### config.mk
export PLATFORM = sky130hd
export DESIGN_NAME = alu_instr_decoder_flat
export DESIGN_NICKNAME = d
export VERILOG_FILES = /design/src/rtl/alu_decoder_pkg.sv /design/src/rtl/alu_instr_decoder_if.sv /design/src/rtl/alu_const_extend.sv /design/src/rtl/alu_instr_decoder.sv /design/src/flat_wrapper.sv
export SDC_FILE = /design/constraint.sdc
export NUM_CORES = 1
export LEC_CHECK = 0
export ABC_AREA = 1
export BUFFER_PORTS_ARGS = -buffer_cell sky130_fd_sc_hd__buf_2
export CORE_AREA = 5 5 82 84
export CTS_BUF_LIST = sky130_fd_sc_hd__clkbuf_8
export DETAILED_ROUTE_END_ITERATION = 16
export DIE_AREA = 0 0 87 89
export GPL_TIMING_DRIVEN = 0
export HOLD_SLACK_MARGIN = 0.05
export PLACE_DENSITY = 0.76
export SLEW_MARGIN = 20
export SYNTH_ARGS = -nofsm -noshare
export SYNTH_HDL_FRONTEND = slang
export SYNTH_HIERARCHICAL = 1
export SYNTH_SLANG_ARGS = --single-unit
export TNS_END_PERCENT = 100
### constraint.sdc
create_clock -name clk -period 0.8 [get_ports clk]
set_input_delay 0.08 -clock clk [delete_from_list [all_inputs] [get_ports clk]]
set_output_delay 0.08 -clock clk [all_outputs]
set_load 0.02 [all_outputs]
### src/rtl/alu_decoder_pkg.sv
// alu_decoder_pkg: instruction field positions, class/form/write-mask encodings and the registered decode record
package alu_decoder_pkg;
  localparam int CLASS_MSB = 31;
  localparam int CLASS_LSB = 29;
  localparam int CONST_BIT = 28;
  localparam int FORM_BIT  = 27;
  localparam int OP_MSB    = 26;
  localparam int OP_LSB    = 24;
  localparam int VEC_MSB   = 23;
  localparam int VEC_LSB   = 22;
  localparam int RSV_MSB   = 21;
  localparam int RSV_LSB   = 20;
  localparam int ZR_MSB    = 19;
  localparam int ZR_LSB    = 16;
  localparam logic [2:0] CLASS_ALU = 3'b000;
  localparam logic FORM4 = 1'b0;
  localparam logic FORM3 = 1'b1;
  localparam logic [1:0] W_NONE = 2'b00;
  localparam logic [1:0] W_Y1   = 2'b01;
  localparam logic [1:0] W_BOTH = 2'b11;
  typedef struct packed {
    logic        invalid;
    logic [2:0]  op;
    logic [1:0]  vec;
    logic        form;
    logic        const_c;
    logic [31:0] constant;
    logic [3:0]  zero_reg;
    logic [3:0]  a;
    logic [3:0]  b;
    logic [3:0]  c;
    logic [3:0]  d;
    logic [3:0]  y1;
    logic [3:0]  y2;
    logic [1:0]  write;
  } dec_t;
endpackage

### src/rtl/alu_instr_decoder_if.sv
// alu_instr_decoder_if: instruction word in (master drives) and registered decode fields out (slave drives)
interface alu_instr_decoder_if;
  logic [31:0] instruction;
  logic        invalid_instruction;
  logic [2:0]  alu_op;
  logic [1:0]  alu_vec_perci;
  logic        alu_form;
  logic        const_c;
  logic [31:0] constant;
  logic [3:0]  zero_reg;
  logic [3:0]  alu_a_select;
  logic [3:0]  alu_b_select;
  logic [3:0]  alu_c_select;
  logic [3:0]  alu_d_select;
  logic [3:0]  alu_Y1_select;
  logic [3:0]  alu_Y2_select;
  logic [1:0]  alu_write;
  modport master (
    output instruction,
    input  invalid_instruction, alu_op, alu_vec_perci, alu_form, const_c, constant, zero_reg,
           alu_a_select, alu_b_select, alu_c_select, alu_d_select, alu_Y1_select, alu_Y2_select, alu_write
  );
  modport slave (
    input  instruction,
    output invalid_instruction, alu_op, alu_vec_perci, alu_form, const_c, constant, zero_reg,
           alu_a_select, alu_b_select, alu_c_select, alu_d_select, alu_Y1_select, alu_Y2_select, alu_write
  );
endinterface

### src/rtl/alu_const_extend.sv
// alu_const_extend: 12-bit immediate imm to 32-bit ext; sign-extends when ALU_DECODER_CONST_SEXT_EN is defined, else zero-extends
module alu_const_extend (
  input  logic [11:0] imm,
  output logic [31:0] ext
);
`ifdef ALU_DECODER_CONST_SEXT_EN
  assign ext = {{20{imm[11]}}, imm};
`else
  assign ext = {20'b0, imm};
`endif
endmodule

### src/rtl/alu_instr_decoder.sv
// alu_instr_decoder: clk, rst (sync active-high), bus (slave: instruction in, decode fields out, 1-cycle latency); constant extension set by ALU_DECODER_CONST_SEXT_EN
module alu_instr_decoder
  import alu_decoder_pkg::*;
(
  input logic clk,
  input logic rst,
  alu_instr_decoder_if.slave bus
);
  logic [31:0] ins;
  logic [31:0] ext;
  logic        f4, f3, bad;
  dec_t        dec_d, dec_q;
  assign ins = bus.instruction;
  assign f4  = !ins[CONST_BIT] && ins[FORM_BIT] == FORM4;
  assign f3  = !ins[CONST_BIT] && ins[FORM_BIT] == FORM3;
  assign bad = ins[CLASS_MSB:CLASS_LSB] != CLASS_ALU || ins[RSV_MSB:RSV_LSB] != 2'b00 ||
               (ins[CONST_BIT] && ins[FORM_BIT] == FORM3);
  alu_const_extend u_ext (.imm(ins[11:0]), .ext(ext));
  always_comb begin
    dec_d          = '0;
    dec_d.invalid  = bad;
    dec_d.op       = ins[OP_MSB:OP_LSB];
    dec_d.vec      = ins[VEC_MSB:VEC_LSB];
    dec_d.form     = ins[FORM_BIT];
    dec_d.const_c  = ins[CONST_BIT];
    dec_d.zero_reg = ins[ZR_MSB:ZR_LSB];
    dec_d.constant = ins[CONST_BIT] ? ext : 32'd0;
    dec_d.a        = f3 ? ins[11:8] : ins[15:12];
    dec_d.b        = f3 ? ins[7:4] : ins[11:8];
    dec_d.c        = f4 ? ins[7:4] : 4'd0;
    dec_d.d        = f4 ? ins[3:0] : 4'd0;
    dec_d.y1       = ins[15:12];
    dec_d.y2       = f4 ? ins[7:4] : 4'd0;
    dec_d.write    = bad ? W_NONE : (f4 ? W_BOTH : W_Y1);
  end
  always_ff @(posedge clk) dec_q <= rst ? '0 : dec_d;
  assign bus.invalid_instruction = dec_q.invalid;
  assign bus.alu_op              = dec_q.op;
  assign bus.alu_vec_perci       = dec_q.vec;
  assign bus.alu_form            = dec_q.form;
  assign bus.const_c             = dec_q.const_c;
  assign bus.constant            = dec_q.constant;
  assign bus.zero_reg            = dec_q.zero_reg;
  assign bus.alu_a_select        = dec_q.a;
  assign bus.alu_b_select        = dec_q.b;
  assign bus.alu_c_select        = dec_q.c;
  assign bus.alu_d_select        = dec_q.d;
  assign bus.alu_Y1_select       = dec_q.y1;
  assign bus.alu_Y2_select       = dec_q.y2;
  assign bus.alu_write           = dec_q.write;
endmodule

### src/flat_wrapper.sv
// flat-port wrapper written by rule: the top's interface ports become plain ports
module alu_instr_decoder_flat import alu_decoder_pkg::*;
  (clk, rst, bus_instruction, bus_invalid_instruction, bus_alu_op, bus_alu_vec_perci, bus_alu_form, bus_const_c, bus_constant, bus_zero_reg, bus_alu_a_select, bus_alu_b_select, bus_alu_c_select, bus_alu_d_select, bus_alu_Y1_select, bus_alu_Y2_select, bus_alu_write);
  alu_instr_decoder_if bus_i ();
  input logic clk;
  input logic rst;
  input wire logic [$bits(bus_i.instruction)-1:0] bus_instruction;
  output wire logic [$bits(bus_i.invalid_instruction)-1:0] bus_invalid_instruction;
  output wire logic [$bits(bus_i.alu_op)-1:0] bus_alu_op;
  output wire logic [$bits(bus_i.alu_vec_perci)-1:0] bus_alu_vec_perci;
  output wire logic [$bits(bus_i.alu_form)-1:0] bus_alu_form;
  output wire logic [$bits(bus_i.const_c)-1:0] bus_const_c;
  output wire logic [$bits(bus_i.constant)-1:0] bus_constant;
  output wire logic [$bits(bus_i.zero_reg)-1:0] bus_zero_reg;
  output wire logic [$bits(bus_i.alu_a_select)-1:0] bus_alu_a_select;
  output wire logic [$bits(bus_i.alu_b_select)-1:0] bus_alu_b_select;
  output wire logic [$bits(bus_i.alu_c_select)-1:0] bus_alu_c_select;
  output wire logic [$bits(bus_i.alu_d_select)-1:0] bus_alu_d_select;
  output wire logic [$bits(bus_i.alu_Y1_select)-1:0] bus_alu_Y1_select;
  output wire logic [$bits(bus_i.alu_Y2_select)-1:0] bus_alu_Y2_select;
  output wire logic [$bits(bus_i.alu_write)-1:0] bus_alu_write;
  assign bus_i.instruction = bus_instruction;
  assign bus_invalid_instruction = bus_i.invalid_instruction;
  assign bus_alu_op = bus_i.alu_op;
  assign bus_alu_vec_perci = bus_i.alu_vec_perci;
  assign bus_alu_form = bus_i.alu_form;
  assign bus_const_c = bus_i.const_c;
  assign bus_constant = bus_i.constant;
  assign bus_zero_reg = bus_i.zero_reg;
  assign bus_alu_a_select = bus_i.alu_a_select;
  assign bus_alu_b_select = bus_i.alu_b_select;
  assign bus_alu_c_select = bus_i.alu_c_select;
  assign bus_alu_d_select = bus_i.alu_d_select;
  assign bus_alu_Y1_select = bus_i.alu_Y1_select;
  assign bus_alu_Y2_select = bus_i.alu_Y2_select;
  assign bus_alu_write = bus_i.alu_write;
  alu_instr_decoder u_core (.clk(clk), .rst(rst), .bus(bus_i));
endmodule
==> impl_metrics.yaml, run 1 <==
place:
  portBuffers: 102
  dp.cells: 459
  hpwl_um: 3779
  routabilityCongestion: 0.7490
global_routing:
  grt-ovfl-total: 0
  grt_pass1_wl_um: 9321
  grt_start_max_net_pins: 11
  grt_pass1_vias: 2118
  grt_usage_pct: 16.23
  antenna_found_initial: 0
timing:
  fin_crit_sh_pct: 120.9
  hold_viol: 0
  worst_slack_ns: -0.1672
  fin_crit_ns: 0.9672
  tns_ns: -3.742
  hold_ws_ns: 0.06309
  fmax_mhz: 1034
  setup_violations: 70
  rsz0062_at_grt: "yes"
  slew_violations: 0
final_layout:
  largest_reg_flops: 32
  fill_cells: 420
  most-common-layout-cells: "76 x buf_6, 66 x nor2_1, 66 x dfxtp_2"
  layoutNonFillerInstCount: 503
  drive_above_1_share_pct: 55.37
  nets: 458
  diodes: 0
  synthToLayoutAreaGrowth_pct: 74.17
  final_common_cell: "buf_6"
floorplanning:
  die_h_um: 89
  rows: 28
  start_util_pct: 39.16
  die_area_um2: 7743
  core_area_um2: 5851
  chipWidth_um: 87
  ioPinCount: 104
synth:
  syn_area_per_cell_um2: 8.711
  synth_top_family_by_area: "buffers and inverters"
  synth.cell_area_um2: 2291
  synth_fa_ha_area_share_pct: 0
  synth.distinct_cells: 14
  yosysWarnings: 6
  yosys.area_share.simple_pct: 16.11
  synthXorXnorAreaFrac_pct: 0
  seq_area_frac_synth_pct: 57.67
  synth_mux_area_share_pct: 0
  ys_seq_elements: 66
  synth_compound_area_share_pct: 1.748
  syn-instance-count: 263
run_status:
  status: "complete, but fails checks"
  violations: "setup timing"
route:
  antenna_left: 0
  first_pass_iters: 3
  wl_per_cell_um: 12.04
  vias: 1962
  wirelength_um: 6058
  drc: 0
  viasPerCell: 3.901
  first_iter_violations: 20
power:
  netSwitchingFraction_pct: 23.79
  power.density_nw_per_um2: 1832
  power.internal_mw: 5.570
  share_seq_of_total_power_pct: 48.4
  vdd_drop_max_uv: 932.2
  pwr-share-clk_pct: 35.5
  leakage_nw: 2.076
  p_comb_share_pct: 16.1
  p_sw_mw: 1.738
worst_setup_path:
  cpPeakStageDelay_ns: 0.34
  worstSetupEndpoint: "bus_alu_c_select[0]"
  critPathArrivalTime_ns: 0.89
  critical_path_class: "flop to output pin"
  slowest_stage: "dfxtp_2"
  startpoint: "u_core/bus.alu_c_select[0]$_SDFF_PP0_"
  cp-end-kind: "output pin"
  crit_chain: "buf_6, buf_6"
  critPathMostFrequentCell: "buf_6"
  crit_fanout: 2
  start_kind: "flop"
  crit_required_ns: 0.72
clock_network:
  h-tree-depth: 3
  cts_buffer_depth: 2
  cts_tree: "yes"
  clk_pin_slew_ns: 0.06
  post_cts_buffers: 0
  cts_root_buffer: "clkbuf_8"
  cts.sinks: 66
  numCtsBuffers: 9
flow_run:
  cap_violations: 0
min_path:
  hold_class: "input pin to flop"
[metal layers]
metal  GRT usage [%]  vias to the layer above  routed length (µm)
li1                -                     1006                   -
met1           13.99                      874                2043
met2           32.71                       70                3416
met3           5.346                       12                 484
met4           8.215                        0                 113
met5               0                        -                   0
[power by group through the flow]
stage                     Sequential, mW  Combinational [mW]  Clock (mW)
final                               3.54                1.18        2.59
after global routing                3.55                1.27        2.83
after CTS                           3.53                1.15        2.70
after detailed placement            3.54               0.860           0
after global placement              3.54               0.844           0
after floorplan                     3.74               0.362           0
[cell type report]
cell class	instances	area [µm²]	share of cell area, %
buffer	41	335.3	8.404
clock buffer	10	137.6	3.449
clock inverter	5	47.55	1.192
inverter	61	236.5	5.927
multi-input combinational	114	486.7	12.20
sequential	66	1404	35.18
tap	75	93.84	2.352
timing repair buffer	131	1249	31.30
[worst min-delay path by stage]
stage | startpoint | to | slack [ns] | cells after the start
2_1_floorplan | bus_instruction[12] | u_core/bus.alu_Y1_select[0]$_SDFF_PP0_ | 0.19 | 2
3_3_place_gp | bus_instruction[19] | u_core/bus.zero_reg[3]$_SDFF_PP0_ | 0.28 | 3
3_5_place_dp | bus_instruction[25] | u_core/bus.alu_op[1]$_SDFF_PP0_ | 0.29 | 3
4_1_cts | bus_instruction[29] | u_core/bus.invalid_instruction$_SDFF_PP0_ | 0.04 | 5
5_1_grt | rst | u_core/bus.alu_a_select[1]$_SDFF_PP0_ | 0.06 | 4
6_report | bus_instruction[29] | u_core/bus.invalid_instruction$_SDFF_PP0_ | 0.06 | 5
[worst max-delay path, delay by kind of cell, from the launching register on]
kind | cells | cell delay [ns]
flip-flops | 1 | 0.34
buffers and inverters | 2 | 0.23
[cell families (layout without fill, tap and decap cells)]
group | Yosys count | after routing
AOI/OAI and AO/OA | 8 | 8
other | 1 | 20
buffers and inverters | 102 | 248
DFF | 66 | 66
and+or+nand+nor | 86 | 86
[synthesized netlist by cell type]
cell type,n,area share (%)
inv_1,58,9.5
nand2_4,2,0.98
dfxtp_1,66,58
nor2_2,10,2.7
nand2_1,6,0.98
buf_6,4,2.0
conb_1,1,0.16
nor2_1,67,11
buf_4,36,12
inv_2,2,0.33
buf_2,1,0.22
nand3_2,1,0.44
inv_8,1,0.49
o21ai_0,8,1.7
[stage by stage]
stage	power, mW	util, %	worst slack (ns)	instance area, µm²
2_1_floorplan	4.098	-	0.1251	2362
3_3_place_gp	4.380	50.71	0.02847	2967
3_5_place_dp	4.403	50.71	0.003308	2967
4_1_cts	7.394	68.03	-0.1720	3980
5_1_grt	7.651	68.20	-0.1984	3990
6_report	7.309	68.20	-0.1672	3990
[what timing repair did]
action,CTS,global route
resized for setup,205,11
pin swaps,0,1
endpoints found under the hold margin,35,0
hold buffers,31,0
setup endpoints to repair,70,85
Note: power is estimated with default switching activity, not from simulation.
==> run 2: changes to the inputs <==
--- a/config.mk
+++ b/config.mk
@@ -14,6 +14,7 @@
 export GPL_TIMING_DRIVEN = 0
 export HOLD_SLACK_MARGIN = 0.05
 export PLACE_DENSITY = 0.76
+export SKIP_CTS_REPAIR_TIMING = 1
 export SLEW_MARGIN = 20
 export SYNTH_ARGS = -nofsm -noshare
 export SYNTH_HDL_FRONTEND = slang
==> run 2 against run 1 <==
Effect of this change: sequential cell count stayed put; via count unchanged; setup slack worse by 0.0060 ns; the run still ends with setup timing left; hold slack lost 0.027 ns; sequential power hardly changed; cell count fell by 0.40%; sequential share of layout area grew 0.41 points; critical endpoint is now bus_alu_c_select[2]; combinational power hardly changed; largest cell class unchanged; core utilization down 0.79 points; cell area fell by 1.2%.
==> impl_metrics.yaml, run 2 (synthesis gave the netlist of run 1 again) <==
run_status:
  status: "complete, but fails checks"
  violations: "setup timing"
floorplanning:
  die_area_um2: 7743
  rows: 28
  core_area_um2: 5851
  chipWidth_um: 87
  ioPinCount: 104
  die_h_um: 89
  start_util_pct: 39.16
route:
  drc: 0
  vias: 1962
  first_pass_iters: 4
  antenna_left: 0
  wl_per_cell_um: 11.79
  viasPerCell: 3.916
  wirelength_um: 5908
  first_iter_violations: 30
worst_setup_path:
  cp-end-kind: "output pin"
  critPathArrivalTime_ns: 0.89
  crit_fanout: 2
  start_kind: "flop"
  crit_required_ns: 0.72
  critical_path_class: "flop to output pin"
min_path:
  hold_depth: 3
  min_to: "u_core/bus.alu_b_select[1]$_SDFF_PP0_"
  hold_path_startpoint: "bus_instruction[9]"
  hold_class: "input pin to flop"
global_routing:
  grt_start_max_net_pins: 11
  grt-ovfl-total: 0
  grt_pass1_wl_um: 7596
  grt_usage_pct: 12.99
  antenna_found_initial: 0
  grt_pass1_vias: 1791
place:
  hpwl_um: 3779
  dp.cells: 459
  portBuffers: 102
  dp_slack_ns: 0.003308
  routabilityCongestion: 0.7490
power:
  vdd_drop_max_uv: 877.3
  power.internal_mw: 5.555
  p_comb_share_pct: 15.8
  leakage_nw: 2.040
  netSwitchingFraction_pct: 23.86
  share_seq_of_total_power_pct: 48.5
  p_sw_mw: 1.741
  pwr-share-clk_pct: 35.7
  power.density_nw_per_um2: 1850
flow_run:
  cap_violations: 0
clock_network:
  h-tree-depth: 3
  cts.sinks: 66
  cts_root_buffer: "clkbuf_8"
  cts_buffer_depth: 2
  cts_tree: "yes"
  clk_pin_slew_ns: 0.06
  numCtsBuffers: 9
final_layout:
  layoutNonFillerInstCount: 501
  final_common_cell: "buf_6"
  diodes: 0
  synthToLayoutAreaGrowth_pct: 72.15
  largest_reg_flops: 32
  post-route-util_pct: 67.41
  most-common-layout-cells: "75 x buf_6, 67 x nor2_1, 66 x dfxtp_2"
  nets: 456
  drive_above_1_share_pct: 55.87
timing:
  hold_viol: 0
  hold_ws_ns: 0.03588
  worst_slack_ns: -0.1733
  rsz0062_at_grt: "yes"
  fin_crit_ns: 0.9733
  fin_crit_sh_pct: 121.7
  slew_violations: 0
  setup_violations: 74
  fmax_mhz: 1027
==> run 2: cell count changes in the layout (fill, tap and decap cells not counted), sizes merged <==
cell and change:
dlygate4sd3 -1, buf +2, dlymetal6s4s -3
==> run 2: worst max path at each step <==
stage          cells after the start                               endpoint                             startpoint
3_5_place_dp                       4  u_core/bus.alu_c_select[2]$_SDFF_PP0_                    bus_instruction[28]
2_1_floorplan                      1                    bus_alu_c_select[0]  u_core/bus.alu_c_select[0]$_SDFF_PP0_
6_report                           2                    bus_alu_c_select[2]  u_core/bus.alu_c_select[2]$_SDFF_PP0_
4_1_cts                            2                    bus_alu_c_select[3]  u_core/bus.alu_c_select[3]$_SDFF_PP0_
3_3_place_gp                       4     u_core/bus.alu_write[1]$_SDFF_PP0_                                    rst
5_1_grt                            2                    bus_alu_c_select[2]  u_core/bus.alu_c_select[2]$_SDFF_PP0_
==> run 2: power by group through the flow <==
| stage | Clock, mW | Combinational [mW] | Sequential, mW |
|---|---|---|---|
| 2_1_floorplan | 0 | 0.362 | 3.74 |
| 5_1_grt | 2.85 | 1.25 | 3.55 |
| 6_report | 2.60 | 1.15 | 3.54 |
| 3_5_place_dp | 0 | 0.860 | 3.54 |
| 3_3_place_gp | 0 | 0.844 | 3.54 |
| 4_1_cts | 2.70 | 0.861 | 3.47 |
==> run 2: per-stage QoR <==
| stage | total power, mW | setup TNS (ns) | area (µm²) |
|---|---|---|---|
| floorplan | 4.098 | 0 | 2362 |
| global placement | 4.380 | 0 | 2967 |
| detailed placement | 4.403 | 0 | 2967 |
| CTS | 7.036 | -6.994 | 3152 |
| global route | 7.647 | -6.127 | 3944 |
| finish | 7.296 | -3.799 | 3944 |
==> run 2: cell type report <==
type | instances | area (µm²)
Buffer | 41 | 335.3
Clock buffer | 10 | 137.6
Clock inverter | 5 | 47.55
Fill cell | 440 | 1907
Inverter | 61 | 236.5
Multi-Input combinational cell | 114 | 484.2
Sequential cell | 66 | 1404
Tap cell | 75 | 93.84
Timing Repair Buffer | 129 | 1205
==> run 2: metal layers <==
metal	routed length, µm	GRT usage, %
met4	127	7.224
met5	0	0
met1	2113	12.31
met3	433	4.700
met2	3234	24.22
==> run 2: worst max-delay path, stage by stage (launching register included) <==
cell and delay (ns):
dfxtp_2 0.34, buf_6 0.11, buf_6 0.12
==> run 3: changes to the inputs <==
--- a/config.mk
+++ b/config.mk
@@ -11,7 +11,6 @@
 export CTS_BUF_LIST = sky130_fd_sc_hd__clkbuf_8
 export DETAILED_ROUTE_END_ITERATION = 16
 export DIE_AREA = 0 0 87 89
-export GPL_TIMING_DRIVEN = 0
 export HOLD_SLACK_MARGIN = 0.05
 export PLACE_DENSITY = 0.76
 export SKIP_CTS_REPAIR_TIMING = 1
==> run 3 against run 2 <==
Effect of this change: the run still ends with setup timing left; sequential cell count unchanged; clock power about the same; sequential share of layout area increased by 2.9 points; die area unchanged; global-route usage decreased by 0.29 points; cell area decreased by 7.6%; count of clock-buffer cells in the layout unchanged; core utilization decreased by 5.2 points; critical endpoint is now bus_alu_Y2_select[3]; largest power group unchanged.
==> impl_metrics.yaml, run 3 (synthesis gave the netlist of run 1 again) <==
worst_setup_path:
  critical_path_class: "flop to output pin"
  slowest_stage: "dfxtp_2"
  cpPeakStageDelay_ns: 0.35
  worst_path_dominant_cell_family: "flip-flops"
  critPathArrivalTime_ns: 0.80
  crit_chain: "buf_6"
  crit_required_ns: 0.72
  cp-end-kind: "output pin"
  cp_num_buf_inv: 1
  start_kind: "flop"
  crit_fanout: 2
min_path:
  hold_class: "input pin to flop"
timing:
  worst_slack_ns: -0.08383
  setup_violations: 70
  fmax_mhz: 1131
  slew_violations: 0
  rsz0062_at_grt: "yes"
  fin_crit_sh_pct: 110.5
  fin_crit_ns: 0.8838
  hold_viol: 0
route:
  drc: 0
  first_pass_iters: 4
  antenna_left: 0
  viasPerCell: 3.944
  wirelength_um: 5726
  wl_per_cell_um: 12.34
  vias: 1830
  first_iter_violations: 74
clock_network:
  cts_tree: "yes"
  cts_buffer_depth: 2
  h-tree-depth: 3
  clk_pin_slew_ns: 0.07
  cts.sinks: 66
  numCtsBuffers: 9
  cts_root_buffer: "clkbuf_8"
global_routing:
  grt_start_max_net_pins: 20
  grt-ovfl-total: 0
  grt_pass1_wl_um: 7327
  antenna_found_initial: 0
  grt_usage_pct: 12.70
  grt_pass1_vias: 1657
power:
  leakage_nw: 1.840
  vdd_drop_max_uv: 1407
  power.density_nw_per_um2: 1960
flow_run:
  cap_violations: 0
floorplanning:
  ioPinCount: 104
  die_h_um: 89
  die_area_um2: 7743
  rows: 28
  core_area_um2: 5851
  chipWidth_um: 87
  start_util_pct: 39.16
place:
  portBuffers: 103
  dp_slack_ns: -0.01908
  hpwl_um: 3610
  dp.cells: 422
  routabilityCongestion: 0.7520
final_layout:
  synthToLayoutAreaGrowth_pct: 58.98
  final_common_cell: "buf_6"
  layoutNonFillerInstCount: 464
  most-common-layout-cells: "68 x buf_6, 67 x nor2_1, 66 x dfxtp_2"
  drive_above_1_share_pct: 51.67
  largest_reg_flops: 32
  diodes: 0
  nets: 419
run_status:
  status: "complete, but fails checks"
  violations: "setup timing"
-- run 3: metal layers --
layer / global-route usage (%) / part of all wire, % / wire length (µm)
met1: 12.03 / 35 / 1977
met2: 22.36 / 55 / 3139
met4: 6.799 / 1.5 / 86
met3: 6.544 / 9.1 / 523
met5: 0 / 0 / 0
-- run 3: final timing paths --
check	startpoint	cells after the start	end	slack (ns)
hold / removal	bus_instruction[4]	3	u_core/bus.alu_b_select[0]$_SDFF_PP0_	0.05
setup / recovery	u_core/bus.alu_c_select[3]$_SDFF_PP0_	1	bus_alu_Y2_select[3]	-0.08
-- run 3: report_power, final --
| part | internal [mW] | leakage (nW) | switching (mW) |
|---|---|---|---|
| combinational | 0.505 | 1.17 | 0.511 |
| clock | 1.47 | 0.105 | 1.11 |
| sequential | 3.46 | 0.567 | 0.0746 |
-- run 3: cell type report --
| type | instances | area (µm²) |
|---|---|---|
| fill | 480 | 2208 |
| sequential | 66 | 1404 |
| timing repair buffer | 133 | 1239 |
| multi-input combinational | 114 | 484.2 |
| inverter | 61 | 236.5 |
| clock buffer | 10 | 137.6 |
| tap | 75 | 93.84 |
| clock inverter | 5 | 47.55 |
-- run 3: stage by stage --
| step | instance area (µm²) | TNS (ns) | hold slack [ns] | util, % | power [mW] |
|---|---|---|---|---|---|
| final | 3642 | -3.138 | 0.04642 | 62.25 | 7.138 |
| after global routing | 3642 | -6.024 | 0.08502 | 62.25 | 7.480 |
| after CTS | 2859 | -6.924 | -0.06457 | 48.87 | 6.895 |
| after detailed placement | 2674 | -0.04009 | 0.2896 | 45.70 | 4.271 |
| after global placement | 2674 | 0 | 0.2789 | 45.70 | 4.255 |
| after floorplan | 2362 | 0 | 0.1870 | - | 4.098 |
